===== src/rtl/if_stage_pc_unit.sv =====
// rtl/if_stage_pc_unit.sv - IF stage: PC register, imem address, IF/ID pipeline register
// Optional IF_STALL_COUNTER_EN adds stall_cycles / flush_count performance counters.
module if_stage_pc_unit #(
   parameter logic [31:0] RESET_PC  = 32'h0000_0000,
   parameter int          ADDR_W    = 32,
   parameter int          INSTR_W   = 32,
   parameter logic [31:0] NOP_INSTR = 32'h0000_0000
) (
   input  logic               clk,
   input  logic               rst_n,
   input  logic               PC_write,
   input  logic               IF_ID_write,
   input  logic               branch_taken,
   input  logic [ADDR_W-1:0]  branch_target,
   input  logic               jump,
   input  logic [ADDR_W-1:0]  jump_target,
   input  logic [INSTR_W-1:0] imem_instr,
   output logic [ADDR_W-1:0]  imem_addr,
   output logic [ADDR_W-1:0]  IF_ID_pc,
   output logic [ADDR_W-1:0]  IF_ID_pc_plus4,
   output logic [INSTR_W-1:0] IF_ID_instr,
`ifdef IF_STALL_COUNTER_EN
   output logic [31:0]        stall_cycles,
   output logic [15:0]        flush_count,
`endif
   output logic               IF_ID_valid
);

   logic [ADDR_W-1:0]  pc_q, pc_d;
   logic [ADDR_W-1:0]  pc_plus4;
   logic [ADDR_W-1:0]  ifid_pc_q, ifid_pc_d;
   logic [ADDR_W-1:0]  ifid_pc4_q, ifid_pc4_d;
   logic [INSTR_W-1:0] ifid_instr_q, ifid_instr_d;
   logic               ifid_valid_q, ifid_valid_d;
   logic               redirect;

   assign pc_plus4 = pc_q + ADDR_W'(4);
   assign redirect = branch_taken | jump;

   // Branch beats jump: the branch belongs to the older instruction.
   always_comb begin
      pc_d = pc_q;
      if (branch_taken)
         pc_d = {branch_target[ADDR_W-1:2], 2'b00};
      else if (jump)
         pc_d = {jump_target[ADDR_W-1:2], 2'b00};
      else if (PC_write)
         pc_d = pc_plus4;
   end

   always_comb begin
      ifid_pc_d    = ifid_pc_q;
      ifid_pc4_d   = ifid_pc4_q;
      ifid_instr_d = ifid_instr_q;
      ifid_valid_d = ifid_valid_q;
      if (redirect) begin
         ifid_pc_d    = '0;
         ifid_pc4_d   = '0;
         ifid_instr_d = INSTR_W'(NOP_INSTR);
         ifid_valid_d = 1'b0;
      end else if (IF_ID_write) begin
         ifid_pc_d    = pc_q;
         ifid_pc4_d   = pc_plus4;
         ifid_instr_d = imem_instr;
         ifid_valid_d = 1'b1;
      end
   end

   always_ff @(posedge clk) begin
      if (!rst_n) begin
         pc_q         <= ADDR_W'(RESET_PC);
         ifid_pc_q    <= '0;
         ifid_pc4_q   <= '0;
         ifid_instr_q <= INSTR_W'(NOP_INSTR);
         ifid_valid_q <= 1'b0;
      end else begin
         pc_q         <= pc_d;
         ifid_pc_q    <= ifid_pc_d;
         ifid_pc4_q   <= ifid_pc4_d;
         ifid_instr_q <= ifid_instr_d;
         ifid_valid_q <= ifid_valid_d;
      end
   end

`ifdef IF_STALL_COUNTER_EN
   logic [31:0] stall_q, stall_d;
   logic [15:0] flush_q, flush_d;

   // Counters wrap naturally at all-ones.
   always_comb begin
      stall_d = stall_q;
      flush_d = flush_q;
      if (redirect)
         flush_d = flush_q + 16'd1;
      else if (!PC_write)
         stall_d = stall_q + 32'd1;
   end

   always_ff @(posedge clk) begin
      if (!rst_n) begin
         stall_q <= '0;
         flush_q <= '0;
      end else begin
         stall_q <= stall_d;
         flush_q <= flush_d;
      end
   end

   assign stall_cycles = stall_q;
   assign flush_count  = flush_q;
`endif

   assign imem_addr      = pc_q;
   assign IF_ID_pc       = ifid_pc_q;
   assign IF_ID_pc_plus4 = ifid_pc4_q;
   assign IF_ID_instr    = ifid_instr_q;
   assign IF_ID_valid    = ifid_valid_q;

endmodule

===== config.mk =====
export PLATFORM = sky130hd
export DESIGN_NAME = if_stage_pc_unit
export DESIGN_NICKNAME = d
export VERILOG_FILES = /design/src/rtl/if_stage_pc_unit.sv
export SDC_FILE = /design/constraint.sdc
export NUM_CORES = 1
export LEC_CHECK = 0
export ABC_AREA = 0
export BUFFER_PORTS_ARGS = -buffer_cell sky130_fd_sc_hd__buf_2
export CORE_MARGIN = 3
export CORE_UTILIZATION = 44
export DETAILED_ROUTE_END_ITERATION = 10
export GPL_TIMING_DRIVEN = 0
export PLACE_DENSITY_LB_ADDON = 0.25
export SLEW_MARGIN = 20
export SYNTH_ARGS = -nofsm -noshare
export SYNTH_HDL_FRONTEND = slang
export SYNTH_SLANG_ARGS = --single-unit

===== constraint.sdc =====
create_clock -name clk -period 1.94 [get_ports clk]
set_clock_uncertainty 0.05 [all_clocks]
set_input_delay 0.291 -clock clk [delete_from_list [all_inputs] [get_ports clk]]
set_output_delay 0.291 -clock clk [all_outputs]
set_load 0.02 [all_outputs]

* Word level (Yosys, flattened, before mapping) *
Index checks and enable logic that the tools add are counted.

cells by class
  bitwise operators = 2
  reduce and logical (&&, ||, !) cells = 3
  add/subtract/negate cells = 1
  mux-type cells = 3

operators with widths
  kind                                                             count
  32-bit 2-to-1 mux                                                3
  32-bit by 3-bit adder with 32-bit output, second input constant  1
  3-bit nonzero test                                               1
  3-bit OR reduction                                               1
  2-bit OR reduction                                               1
  1-bit inverter                                                   1
  1-bit OR                                                         1

word-level totals
  input bits = 102
  register bits after elaboration = 129

* Logic depth before layout (Yosys ltp) *
  word-level depth = 4
  gate-level depth with buffers = 8

* Worst setup path before layout *
Ideal clock, no wire load.

  path type = flip-flop to flip-flop
  start = reg pc_q[2] (netlist: imem_addr[2])
  end = reg pc_q[30] (netlist: imem_addr[30])
  slack = -368 ps
  buffers on the path = 1
  data required time = 1831 ps
  arrival = 2200 ps
  cell stages (with the launch flop) = 8
  path through = dfxtp_1 ha_1 nand3_1 or3_1 buf_6 or4_1 a21oi_1 o211a_1

between the ends
  longest elaborated chain between the ends = 4

RTL lines
  item                                      RTL line  source
  start: declaration                        29        logic [ADDR_W-1:0] pc_q, pc_d;
  start signal: assignment                  71        pc_q <= ADDR_W'(RESET_PC);
  start signal: assignment                  77        pc_q <= pc_d;
  32-bit by 3-bit adder with 32-bit output  37        assign pc_plus4 = pc_q + ADDR_W'(4);
  32-bit 2-to-1 mux                         47        else if (PC_write)
  32-bit 2-to-1 mux                         45        else if (jump)
  32-bit 2-to-1 mux                         43        if (branch_taken)

No other way between the ends. The select of a mux whose other input is x is not followed.
A chain may end at the register's enable or synchronous reset.

* Final worst setup path *
  start = reg pc_q[3] (netlist: imem_addr[3])
  end = reg pc_q[30] (netlist: imem_addr[30])

Same word-level chain as after synthesis.

==> impl_metrics.tcl <==
set metrics [dict create \
    hold-path-endpoint "IF_ID_instr[28]" \
    met2_usage_pct 42.89 \
    syn_area_per_cell_um2 8.804 \
    antenna_left 0 \
    worstSetupEndpointType "flip-flop" \
    cp_cell_sequence "ha_4 > nand3_4 > or3_4 > buf_6 > or4_4 > a21oi_2 > o211a_1" \
    synth_area_mm2 0.005784 \
    tritoncts "done" \
    comb_power_share_pct 13.4 \
    cts_buffer_depth 2 \
    post-route-period-util_pct 103.8 \
    min_from "imem_instr[28]" \
    critPathLaunchType "flip-flop" \
    p_leak_nw 3.895 \
    grt_pass1_wl_um 30490 \
    worstReg2RegEnd "imem_addr[30]" \
    fmax_mhz 496.6 \
    globalRouteOverflowTotal 0 \
    grt_max_degree 17 \
    async_flop_share_pct 0 \
    area_growth_pct 44.32 \
    hold_class "input pin to flip-flop" \
    antenna_found_initial 3 \
    finalHoldViolations 0 \
    drcViolationCount 0 \
    clkLatencyLatePin_ns 0.42 \
    cts-root-buf "clkbuf_16" \
    power_frac_seq_pct 38.4 \
    ys_warn_count 0 \
    ios 231 \
    placed_area_mm2 0.007194 \
    path_max_fanout 7 \
    port_buffers 217 \
    ctsHoldBuffers 0 \
    synth_edf_count 0 \
    use_met3_pct 8.513 \
    rr_worst_depth 7 \
    drtPass1Iterations 5 \
    reg2reg_slack_ns -0.07 \
    ir_worst_vdd_uv 773.7 \
    r2r_start "imem_addr[3]" \
    min_period_ns 2.014 \
    tns_ns -0.1864 \
    first_global_vias 5711 \
    outcome "finished with violations" \
    route.final.wire_length_um 20490 \
    synth_area_leaders "dfxtp_1 (43%), mux2i_1 (12%), nor2_1 (5.7%)" \
    synth_largest_area_cell "dfxtp_1" \
    synth_flop_cell "dfxtp_1" \
    drv_slew 0 \
    required_ns 2.25 \
    p_sw_share_pct 24.93 \
    num_rows 41 \
    dr.first_iter.drc_count 425 \
    critPathSlowestCell "or4_4" \
    die_area_mm2 0.01456 \
    worst_pin_slew_ns 0.7225 \
    switching_power_mw 1.765 \
    p_total_mw 7.078 \
    synth.distinct_cells 57 \
    holdPathStages 3 \
    slowest_delay_ns 0.51 \
    nFillCells 1131 \
    power.density_mw_per_mm2 847.9 \
    max-cap-violations 0 \
    violations "setup timing" \
    start_util_pct 45.47 \
    worst_slack_ns -0.07360 \
    rsz0062_at_grt "true" \
    clockPowerShare_pct 48.2 \
    ys_ff_latch 123 \
    vias 6013 \
    arrival_ns 2.33 \
    grt.total_usage_pct 26.94 \
    drive_gt1_share_pct 38.92 \
    synthCells 657 \
    p_int_mw 5.313 \
    vias_per_cell 5.388 \
    fp.dieH_um 120.7 \
    synth_seq_area_share_pct 42.57 \
    setup_viol 4 \
    cts_buffers 17 \
    dpl.hpwl_um 14240 \
    critical_path_class "flip-flop to flip-flop" \
    gp_congestion 0.8892 \
    final_nets 1033 \
    yosysTopAreaCellShare_pct 42.57 \
    avgRoutedWirePerCell_um 18.36 \
    stdcell_area_mm2 0.008348 \
    path_clk_slew_ns 0.06 \
    maxSlewHeadroom_pct 51.83 \
    fp.dieW_um 120.7 \
    cts.sinks 123 \
    cts.htree.levels 4 \
    core-area_mm2 0.01272 \
    top_usage_layer "met2" \
    grt_util_met1_pct 34.13 \
]
[flip-flops by register name (all words and copies together) (netlist names)]
register,flops
IF_ID_pc,30
imem_addr,30
IF_ID_valid,1
IF_ID_instr,32
IF_ID_pc_plus4,30
[cell usage after synthesis (all sizes together) (5+ instances only)]
cell type and count:
xor2 15, and3 7, a211oi 11, xnor2 20, dfxtp 123, a22o 7, nor3 19, clkbuf 37
nand4 11, o21ai 41, nand2 34, o31ai 6, buf 29, a21oi 39, o211ai 9, mux2i 69
and4 5, nand3 23, inv 8, o221ai 6, nor2 89
[power groups by stage]
stage / Clock [mW] / Combinational (mW) / Sequential (mW)
4_1_cts: 3.43 / 0.896 / 2.71
6_report: 3.41 / 0.949 / 2.72
2_1_floorplan: 0 / 0.467 / 2.84
5_1_grt: 3.56 / 1.02 / 2.73
3_3_place_gp: 0 / 0.878 / 2.75
3_5_place_dp: 0 / 0.885 / 2.75
[placed cells by master (no fill, tap or decap), types with 6 or more instances in the layout]
cell type,instances
nand3_1,21
buf_2,217
o211ai_1,9
buf_1,7
and3_1,7
o21ai_0,39
a211oi_1,11
mux2i_1,69
clkbuf_8,9
nor3_1,13
clkbuf_1,29
inv_1,8
conb_1,6
dfxtp_4,14
xor2_1,15
dfxtp_1,100
o221ai_1,6
nand2_1,32
clkbuf_16,18
o31ai_1,6
buf_6,17
nand4_1,10
nor2_1,88
xnor2_1,17
a21oi_1,38
dfxtp_2,9
buf_4,40
a22o_1,7
[worst max-delay path by stage]
stage                       from  slack [ns]         endpoint
finish              imem_addr[3]       -0.07    imem_addr[30]
global route        imem_addr[3]       -0.14    imem_addr[30]
CTS                 imem_addr[2]       -0.08    imem_addr[30]
detailed placement  branch_taken       -0.72  IF_ID_instr[30]
global placement    branch_taken       -0.72  IF_ID_instr[28]
floorplan           imem_addr[2]       -0.06    imem_addr[30]
[routing by layer]
layer	part of all wire (%)	vias to the layer above
li1	-	2856
met3	9.2	45
met5	0.13	-
met1	41	2808
met2	48	300
met4	2.5	4
[critical path, delay by kind of cell (launching register included)]
family / cells / cell delay [ns]
simple gates: 3 / 0.97
buf+inv: 1 / 0.15
compound gates: 2 / 0.26
fa+ha+maj: 1 / 0.16
flops: 1 / 0.37
[kinds of logic (layout without fill, tap and decap cells)]
group	Yosys count	after routing	share of synthesized area, %
buffers and inverters	75	356	6.597
flip-flops	123	123	42.57
other	1	7	0.06483
XOR/XNOR	35	35	5.300
AO/OA/AOI/OAI	139	139	15.19
multiplexers	69	69	11.94
AND/OR/NAND/NOR	214	214	18.13
adder cells (fa/ha/maj)	1	1	0.2163
[area by class of cell]
type	instances	area [µm²]	area share [%]
Antenna cell	1	2.502	0.02998
Buffer	60	374.1	4.481
Clock buffer	27	544.3	6.520
Clock inverter	5	100.1	1.199
Inverter	9	37.54	0.4496
Multi-Input combinational cell	464	3154	37.78
Sequential cell	123	2526	30.26
Tap cell	172	215.2	2.578
Timing Repair Buffer	255	1394	16.70
[per-stage QoR]
step                instances  setup WS [ns]  utilization, %  hold WS, ns
floorplan                 662       -0.05730               -       0.3740
global placement         1051        -0.7154           56.55       0.4011
detailed placement       1051        -0.7162           56.55       0.4222
CTS                      1097       -0.08445           63.23      0.05201
global route             1116        -0.1357           65.62      0.06528
finish                   1116       -0.07360           65.62      0.06231
[repair_timing]
item	CTS	global route
pin swaps	13	17
resized for setup	23	49
setup buffers	18	19
cloned	0	1
endpoints found under the setup margin	42	35
Power figures use the tool's default switching activity.
